## src/rtl/blackparrot_fpga_host_io_out.sv

```systemverilog
// blackparrot_fpga_host_io_out
// AXI4 subordinate on BlackParrot's I/O-out port. Each single-beat write is
// packed into an NBF record {opcode, addr, data}. The record is sent to the
// host as five 32b flits, LSB first. Bursts are drained and answered with
// SLVERR. Reads are answered locally with zero data.
module blackparrot_fpga_host_io_out #(
    parameter int S_AXI_ADDR_WIDTH   = 64,
    parameter int S_AXI_DATA_WIDTH   = 64,
    parameter int S_AXI_ID_WIDTH     = 4,
    parameter int fifo_data_width_p  = 32,
    parameter int nbf_opcode_width_p = 8,
    parameter int nbf_addr_width_p   = 64,
    parameter int nbf_data_width_p   = 64
) (
    input  logic                          s_axi_aclk,
    input  logic                          s_axi_aresetn,

    input  logic [S_AXI_ADDR_WIDTH-1:0]   s_axi_awaddr,
    input  logic                          s_axi_awvalid,
    output logic                          s_axi_awready,
    input  logic [S_AXI_ID_WIDTH-1:0]     s_axi_awid,
    input  logic                          s_axi_awlock,
    input  logic [3:0]                    s_axi_awcache,
    input  logic [2:0]                    s_axi_awprot,
    input  logic [7:0]                    s_axi_awlen,
    input  logic [2:0]                    s_axi_awsize,
    input  logic [1:0]                    s_axi_awburst,
    input  logic [3:0]                    s_axi_awqos,
    input  logic [3:0]                    s_axi_awregion,

    input  logic [S_AXI_DATA_WIDTH-1:0]   s_axi_wdata,
    input  logic                          s_axi_wvalid,
    output logic                          s_axi_wready,
    input  logic                          s_axi_wlast,
    input  logic [S_AXI_DATA_WIDTH/8-1:0] s_axi_wstrb,

    output logic                          s_axi_bvalid,
    input  logic                          s_axi_bready,
    output logic [S_AXI_ID_WIDTH-1:0]     s_axi_bid,
    output logic [1:0]                    s_axi_bresp,

    input  logic [S_AXI_ADDR_WIDTH-1:0]   s_axi_araddr,
    input  logic                          s_axi_arvalid,
    output logic                          s_axi_arready,
    input  logic [S_AXI_ID_WIDTH-1:0]     s_axi_arid,
    input  logic                          s_axi_arlock,
    input  logic [3:0]                    s_axi_arcache,
    input  logic [2:0]                    s_axi_arprot,
    input  logic [7:0]                    s_axi_arlen,
    input  logic [2:0]                    s_axi_arsize,
    input  logic [1:0]                    s_axi_arburst,
    input  logic [3:0]                    s_axi_arqos,
    input  logic [3:0]                    s_axi_arregion,

    output logic [S_AXI_DATA_WIDTH-1:0]   s_axi_rdata,
    output logic                          s_axi_rvalid,
    input  logic                          s_axi_rready,
    output logic [S_AXI_ID_WIDTH-1:0]     s_axi_rid,
    output logic                          s_axi_rlast,
    output logic [1:0]                    s_axi_rresp,

    output logic                          io_v_o,
    output logic [fifo_data_width_p-1:0]  io_data_o,
    input  logic                          io_ready_and_i
);

    typedef enum logic [2:0] {IDLE, DRAIN, SEND, BRESP, RRESP} state_e;

    state_e                        state_r, state_n;
    logic                          active_r;
    logic                          aw_full_r, w_full_r;
    logic [S_AXI_ID_WIDTH-1:0]     aw_id_r, ar_id_r;
    logic [S_AXI_ADDR_WIDTH-1:0]   aw_addr_r;
    logic [7:0]                    aw_len_r;
    logic [2:0]                    aw_size_r;
    logic [S_AXI_DATA_WIDTH-1:0]   w_data_r;
    logic                          w_last_r;
    logic [2:0]                    flit_cnt_r, flit_cnt_n;
    logic [1:0]                    bresp_r, bresp_n;

    logic aw_hs, w_hs, ar_hs, b_hs, r_hs, flit_hs;
    logic aw_have, w_have, cur_last;
    logic [7:0] cur_len;

    logic [nbf_opcode_width_p-1:0] rec_opcode;
    logic [nbf_data_width_p-1:0]   rec_data;
    logic [nbf_addr_width_p-1:0]   rec_addr;

    // Sideband fields this block never looks at
    logic unused_ok;
    assign unused_ok = &{1'b0, s_axi_awlock, s_axi_awcache, s_axi_awprot,
                         s_axi_awburst, s_axi_awqos, s_axi_awregion, s_axi_wstrb,
                         s_axi_araddr, s_axi_arlock, s_axi_arcache, s_axi_arprot,
                         s_axi_arlen, s_axi_arsize, s_axi_arburst, s_axi_arqos,
                         s_axi_arregion};

    // Ready signals stay low until the first clock after reset is released.
    // Reads are accepted only when no write is held or being offered.
    assign s_axi_awready = active_r & (state_r == IDLE) & ~aw_full_r;
    assign s_axi_wready  = active_r & (((state_r == IDLE) & ~w_full_r) | (state_r == DRAIN));
    assign s_axi_arready = active_r & (state_r == IDLE) & ~aw_full_r & ~w_full_r
                         & ~s_axi_awvalid & ~s_axi_wvalid;

    assign aw_hs   = s_axi_awvalid & s_axi_awready;
    assign w_hs    = s_axi_wvalid  & s_axi_wready;
    assign ar_hs   = s_axi_arvalid & s_axi_arready;
    assign b_hs    = s_axi_bvalid  & s_axi_bready;
    assign r_hs    = s_axi_rvalid  & s_axi_rready;
    assign flit_hs = io_v_o & io_ready_and_i;

    // A write is complete as soon as both halves are held or arriving this cycle
    assign aw_have  = aw_full_r | aw_hs;
    assign w_have   = w_full_r  | (w_hs & (state_r == IDLE));
    assign cur_len  = aw_full_r ? aw_len_r : s_axi_awlen;
    assign cur_last = w_full_r  ? w_last_r : s_axi_wlast;

    assign s_axi_bvalid = (state_r == BRESP);
    assign s_axi_bid    = aw_id_r;
    assign s_axi_bresp  = bresp_r;
    assign s_axi_rvalid = (state_r == RRESP);
    assign s_axi_rdata  = '0;
    assign s_axi_rresp  = 2'b00;
    assign s_axi_rlast  = (state_r == RRESP);
    assign s_axi_rid    = ar_id_r;
    assign io_v_o       = (state_r == SEND);

    // Next-state logic for the transaction FSM
    always_comb begin
        state_n    = state_r;
        flit_cnt_n = flit_cnt_r;
        bresp_n    = bresp_r;
        case (state_r)
            IDLE: begin
                if (aw_have && w_have) begin
                    if (cur_len == 8'd0) begin
                        state_n    = SEND;
                        flit_cnt_n = 3'd0;
                        bresp_n    = 2'b00;
                    end else if (!cur_last) begin
                        state_n = DRAIN;
                    end else begin
                        state_n = BRESP;
                        bresp_n = 2'b10;
                    end
                end else if (ar_hs) begin
                    state_n = RRESP;
                end
            end
            DRAIN: begin
                if (w_hs && s_axi_wlast) begin
                    state_n = BRESP;
                    bresp_n = 2'b10;
                end
            end
            SEND: begin
                if (flit_hs) begin
                    if (flit_cnt_r == 3'd4) begin
                        state_n    = BRESP;
                        flit_cnt_n = 3'd0;
                        bresp_n    = 2'b00;
                    end else begin
                        flit_cnt_n = flit_cnt_r + 3'd1;
                    end
                end
            end
            BRESP: begin
                if (b_hs) state_n = IDLE;
            end
            RRESP: begin
                if (r_hs) state_n = IDLE;
            end
            default: state_n = IDLE;
        endcase
    end

    // FSM state, flit counter and response code registers
    always_ff @(posedge s_axi_aclk or negedge s_axi_aresetn) begin
        if (!s_axi_aresetn) begin
            state_r    <= IDLE;
            flit_cnt_r <= 3'd0;
            bresp_r    <= 2'b00;
            active_r   <= 1'b0;
        end else begin
            state_r    <= state_n;
            flit_cnt_r <= flit_cnt_n;
            bresp_r    <= bresp_n;
            active_r   <= 1'b1;
        end
    end

    // Holding registers for AW, W and AR. They are freed when B completes.
    always_ff @(posedge s_axi_aclk or negedge s_axi_aresetn) begin
        if (!s_axi_aresetn) begin
            aw_full_r <= 1'b0;
            w_full_r  <= 1'b0;
            aw_id_r   <= '0;
            aw_addr_r <= '0;
            aw_len_r  <= 8'd0;
            aw_size_r <= 3'd0;
            w_data_r  <= '0;
            w_last_r  <= 1'b0;
            ar_id_r   <= '0;
        end else begin
            if (aw_hs) begin
                aw_full_r <= 1'b1;
                aw_id_r   <= s_axi_awid;
                aw_addr_r <= s_axi_awaddr;
                aw_len_r  <= s_axi_awlen;
                aw_size_r <= s_axi_awsize;
            end else if (b_hs) begin
                aw_full_r <= 1'b0;
            end
            if (w_hs && (state_r == IDLE)) begin
                w_full_r <= 1'b1;
                w_data_r <= s_axi_wdata;
                w_last_r <= s_axi_wlast;
            end else if (b_hs) begin
                w_full_r <= 1'b0;
            end
            if (ar_hs) ar_id_r <= s_axi_arid;
        end
    end

    // NBF record fields: the opcode is the size code, saturated at 3.
    // The data field is the addressed lane, zero-extended.
    always_comb begin
        rec_addr   = aw_addr_r;
        rec_opcode = aw_size_r[2] ? nbf_opcode_width_p'(3)
                                  : nbf_opcode_width_p'(aw_size_r[1:0]);
        rec_data   = '0;
        case (aw_size_r)
            3'd0:    rec_data[7:0]  = w_data_r[{aw_addr_r[2:0], 3'b000} +: 8];
            3'd1:    rec_data[15:0] = w_data_r[{aw_addr_r[2:1], 4'b0000} +: 16];
            3'd2:    rec_data[31:0] = w_data_r[{aw_addr_r[2], 5'b00000} +: 32];
            default: rec_data       = w_data_r;
        endcase
    end

    // Flit selection. The record is held in registers for the whole packet,
    // so the selected flit is stable while the host stalls.
    always_comb begin
        io_data_o = '0;
        case (flit_cnt_r)
            3'd0:    io_data_o = rec_data[31:0];
            3'd1:    io_data_o = rec_data[63:32];
            3'd2:    io_data_o = rec_addr[31:0];
            3'd3:    io_data_o = rec_addr[63:32];
            default: io_data_o = {{(fifo_data_width_p-nbf_opcode_width_p){1'b0}}, rec_opcode};
        endcase
    end

endmodule

```

## config.mk

```make
export PLATFORM = sky130hd
export DESIGN_NAME = blackparrot_fpga_host_io_out
export DESIGN_NICKNAME = d
export VERILOG_FILES = /design/src/rtl/blackparrot_fpga_host_io_out.sv
export SDC_FILE = /design/constraint.sdc
export NUM_CORES = 1
export LEC_CHECK = 0
export ABC_CLOCK_PERIOD_IN_PS = 2900
export CORE_MARGIN = 1
export CORE_UTILIZATION = 30
export CTS_BUF_LIST = sky130_fd_sc_hd__clkbuf_8
export DETAILED_ROUTE_END_ITERATION = 8
export HOLD_SLACK_MARGIN = 0.1
export SYNTH_ARGS = -nofsm -noshare
export SYNTH_HDL_FRONTEND = slang
export SYNTH_SLANG_ARGS = --single-unit
```

## constraint.sdc

```tcl
create_clock -name s_axi_aclk -period 2.9 [get_ports s_axi_aclk]
set_input_delay 0.435 -clock s_axi_aclk [delete_from_list [all_inputs] [get_ports s_axi_aclk]]
set_output_delay 0.435 -clock s_axi_aclk [all_outputs]
set_load 0.005 [all_outputs]
```

== Word-level counts from Yosys, hierarchy flattened ==
Index checks and enable logic that the tools add are counted.

* Bits in registers: 159
* Input bits: 275
* Output and inout bits: 115
* Word-level logic and storage cells: 106

* Bitwise logic cells: 21
* Shift-type cells: 3
* Mux-type cells: 33
* Add/subtract/negate cells: 1
* Eq/ne operators: 19
* Reduce and logical (&&, ||, !) cells: 16

{| class="wikitable"
|+ Operators with widths
! operator !! count
|-
| $pmux 32 s4 || 1
|-
| $shiftx 64x7->16 || 1
|-
| $shiftx 64x7->32 || 1
|-
| $shiftx 64x7->8 || 1
|-
| $pmux 8 s3 || 2
|-
| $mux 3 || 11
|-
| $mux 32 || 1
|-
| $pmux 16 s2 || 1
|-
| $mux 2 || 9
|-
| $eq 3x2->1 const B || 5
|-
| $pmux 3 s5 || 1
|-
| $and 1x1->1 || 14
|-
| $ne 2x1->1 const B || 7
|-
| $reduce_and 6->1 || 2
|-
| $eq 3x1->1 const B || 3
|-
| $logic_not 3->1 || 3
|-
| $logic_not 8->1 || 1
|-
| $mux 8 || 1
|-
| $eq 3x3->1 const B || 2
|-
| $ne 3x2->1 const B || 2
|-
| $pmux 2 s3 || 1
|-
| $pmux 3 s2 || 1
|-
| $reduce_bool 2->1 || 3
|-
| $mux 1 || 4
|-
| other kinds (8) || 15
|}

== Logic depth before layout (Yosys ltp) ==
* Word-level depth: 10
* Mapped depth: 9
* Depth with buffers taken out: 7

== Worst setup path before layout ==
OpenSTA, ideal clock, no wires.

* Kind: reg2out
* Start: reg flit_cnt_r[1]
* End: out io_data_o[17]
* Arrival: 1787 ps
* Data required time: 2465 ps
* Stages on the path, launching flop included: 10
* Path slack: 678 ps
* Path buffers: 3
* Cells stage by stage: dfrtp_1 inv_1 ha_1 nor2b_1 clkbuf_1 nor2b_1 buf_2 clkbuf_1 a222oi_1 nand2_1

* Longest elaborated chain between the ends: 2
* Elaborated cells on any way between the ends: 5
* Those cells by class: eq/ne (3); mux (1); reduce/logical (1)

{| class="wikitable"
|+ Ends and longest elaborated chain
! element !! RTL line !! text
|-
| start, declared || 78 || <nowiki>logic [2:0] flit_cnt_r, flit_cnt_n;</nowiki>
|-
| start signal, assigned || 185 || <nowiki>flit_cnt_r <= flit_cnt_n;</nowiki>
|-
| $eq 3x2->1 (tied with other cells) || 243 || <nowiki>case (flit_cnt_r)</nowiki>
|-
| $pmux 32 s4 * || 243 ||
|-
| end, declared || 63 || <nowiki>output logic [fifo_data_width_p-1:0] io_data_o,</nowiki>
|}

Mark *: on every way between the ends. The rest lies on a longest branch, timed or not.

== Final worst setup path ==
* Start: reg flit_cnt_r[1]
* End: out io_data_o[22]

Same word-level chain as after synthesis.

==> impl_metrics.yaml <==
routing:
  drc: 0
  antenna_left: 0
  first_pass_iters: 5
  avgViaCountPerCell: 4.984
  num_vias: 6629
  wl_um: 26850
  wl_per_cell_um: 20.19
  drt_iter0_drc: 548
yosys:
  synth_warnings: 0
  synth-seq-cells: 158
  ys_types: 44
  synthTopCellsByArea: "dfrtp_1 46%, mux2_2 20%, buf_4 6.5%, mux4_2 4.2%, mux2i_1 4.1%"
  synth_area_um2: 8638
  yosysMostFrequentCell: "dfrtp_1"
  yosys.area.top_type: "dfrtp_1"
  syn_area_per_cell_um2: 12.25
  ys.flop_type: "dfrtp_1"
  yosysSeqAreaShare: 0.4577
  synth_edf_count: 0
  async_flop_share: 1.000
  yosysTopAreaCellShare: 0.4577
  syn_inst: 705
  synth_top_cells_by_count: "158 x dfrtp_1, 157 x mux2_2, 75 x buf_4, 39 x nand2_1, 35 x mux2i_1"
worst_setup_path:
  worstPathRequired_ps: 2470
  cpLargestDelayFamily: "buffers and inverters"
  endpoint_kind: "primary output"
  r2r_setup_slack_ps: 690
  crit_chain: "buf_4, ha_1, nor2b_2, buf_12, a222oi_1, nand2_2, clkdlybuf4s50_1"
  path_class: "flip-flop to primary output"
  startpoint_type: "flip-flop"
  startpoint: "flit_cnt_r[1]$_DFFE_PN0P_"
  max_stage_delay_ps: 460
  worstReg2RegStart: "aw_len_r[2]$_DFFE_PN0P_"
  worstPathArrival_ps: 2470
  crit_buf_inv: 3
  crit_path_top_delay_cell: "clkdlybuf4s50_1"
  worstPathMaxFanout: 32
clocking:
  clkLatencyLatePin_ps: 460
  ctsRootBufferMaster: "clkbuf_8"
  cts_tree: "built"
  htree_levels: 4
  cts_buffer_depth: 2
  clk_pin_slew_worst_paths_ps: 80
  cts_buffers: 17
  cts.sink_count: 158
power:
  p_leak_nw: 5.141
  p_switching_w: 0.004923
  power_frac_clock: 0.127
  internal_power_w: 0.007906
  vdd_drop_max_v: 0.0004777
  p_per_area_nw_per_um2: 1084
  p_sw_frac: 0.3837
  power_w: 0.01283
  pwr-share-comb: 0.534
  seqPwrFrac: 0.339
sta:
  rsz0062_at_grt: "yes"
  fin_skew_ps: 14.04
  slew_violations: 0
  setup_slack_ps: -5.583
  fmax_ghz: 0.3442
  period_needed_ps: 2906
  setup-violations-final: 1
  final.period_utilization: 1.002
  hold_viol: 0
  tightest_slew_ps: 672.8
  relSlewSlack: 0.5514
die:
  die_width_um: 171.7
  die_h_um: 171.7
  coreArea_um2: 28090
  dieArea_um2: 29480
  rows: 61
  io_pins: 390
  initial_core_util: 0.3076
place:
  portBuffers: 203
  preCtsSetupSlack_ps: 60.75
  hpwl_um: 19370
  gp_congestion: 0.8343
job:
  drv_cap: 0
final_layout:
  drive_gt1_frac: 0.3200
  nets: 1217
  area_delta_synth_final_pct: 36.98
  ff_latch_area_um2: 3958
  multi_input_area_um2: 4307
  nFillCells: 2721
run_status:
  violations: "setup timing"
  status: "finished with violations"
worst_hold_path:
  hp-start: "aw_len_r[7]$_DFFE_PN0P_"
  min-delay-path-class: "flip-flop to flip-flop"
global_route:
  grt_antenna_before_repair: 2
  grt_pass1_vias: 6450
  track_usage: 0.1847
  grt_overflow: 0
  grt_max_degree: 63
  grt_pass1_wl_um: 40010
## per-stage QoR
stage	hold WS (ps)	instance area, µm²	cells	setup TNS [ps]	utilization
floorplan	139.4	8886	771	0	-
global placement	485.1	11140	1279	0	0.3967
detailed placement	481.8	11140	1279	0	0.3967
CTS	512.4	11720	1323	-296.8	0.4173
global route	529.3	11830	1329	-117.7	0.4212
finish	511.5	11830	1330	-5.583	0.4213
## power by group through the flow
stage          sequential (W)  clock, W  combinational, W
3_3_place_gp          0.00429         0           0.00653
2_1_floorplan         0.00389         0           0.00382
6_report              0.00435   0.00163           0.00686
5_1_grt               0.00448   0.00177           0.00740
4_1_cts               0.00430   0.00169           0.00679
3_5_place_dp          0.00433         0           0.00659
## layer usage
layer  vias to the layer above  GRT usage  part of all wire
li1                       2994          -                 -
met3                        33    0.04556             0.073
met2                       299     0.2706              0.44
met5                         -          0                 0
met4                         0    0.05901             0.019
met1                      3303     0.2645              0.47
## final timing paths
kind                                               to  cells after the start
max                                     io_data_o[22]                      7
min                           aw_len_r[7]$_DFFE_PN0P_                      1
max reg2reg                s_axi_bresp[1]$_DFFE_PN0P_                      5
min reg2reg                   aw_len_r[7]$_DFFE_PN0P_                      1
max in group asynchronous   aw_addr_r[31]$_DFFE_PN0P_                      3
min in group asynchronous    s_axi_rid[0]$_DFFE_PN0P_                      2
## cell type report
| cell class | instances | area share |
|---|---|---|
| multi-input combinational | 491 | 0.3640 |
| sequential | 158 | 0.3345 |
| timing repair buffer | 263 | 0.2265 |
| tap | 378 | 0.03997 |
| clock buffer | 20 | 0.02326 |
| clock inverter | 12 | 0.009517 |
| inverter | 6 | 0.001903 |
| antenna | 2 | 0.0004230 |
## cell families after synthesis
kind of cell / count (synthesis) / share of synthesized area
adder cells (fa/ha/maj): 5 / 0.007242
flip-flops: 158 / 0.4577
buffers and inverters: 122 / 0.08749
AO/OA/AOI/OAI: 124 / 0.1081
other: 2 / 0.0008694
multiplexers: 209 / 0.2887
AND/OR/NAND/NOR: 85 / 0.04997
## repair_timing
action	CTS	global route
hold endpoints to repair	59	0
resized for setup	61	26
hold buffers	1	0
pin swaps	4	8
gates cloned	0	1
setup endpoints to repair	32	18
setup buffers	11	4
## sequential cells by signal, indices dropped and copies added (netlist names)
name         cells
s_axi_bresp      1
aw_full_r        1
s_axi_bid        4
aw_size_r        3
aw_len_r         8
w_last_r         1
state_r          3
aw_addr_r       64
s_axi_rid        4
w_full_r         1
active_r         1
w_data_r        64
flit_cnt_r       3
## cell usage in the layout, fill, tap and decap left out, types with 7 or more instances in the layout
master,instances
o21ai_0,9
conb_1,68
dlygate4sd2_1,15
dfrtp_1,155
dlymetal6s2s_1,10
nand3_1,7
a22oi_1,15
buf_4,41
a222oi_1,24
buf_12,14
mux2_2,157
a21oi_1,9
nor2_1,8
o21ai_1,7
clkbuf_8,20
clkdlybuf4s50_1,171
mux4_2,16
o22ai_1,8
mux2i_1,35
o211ai_1,8
o221ai_1,19
nand2_1,35
Note: power is estimated with default switching activity, not from simulation.
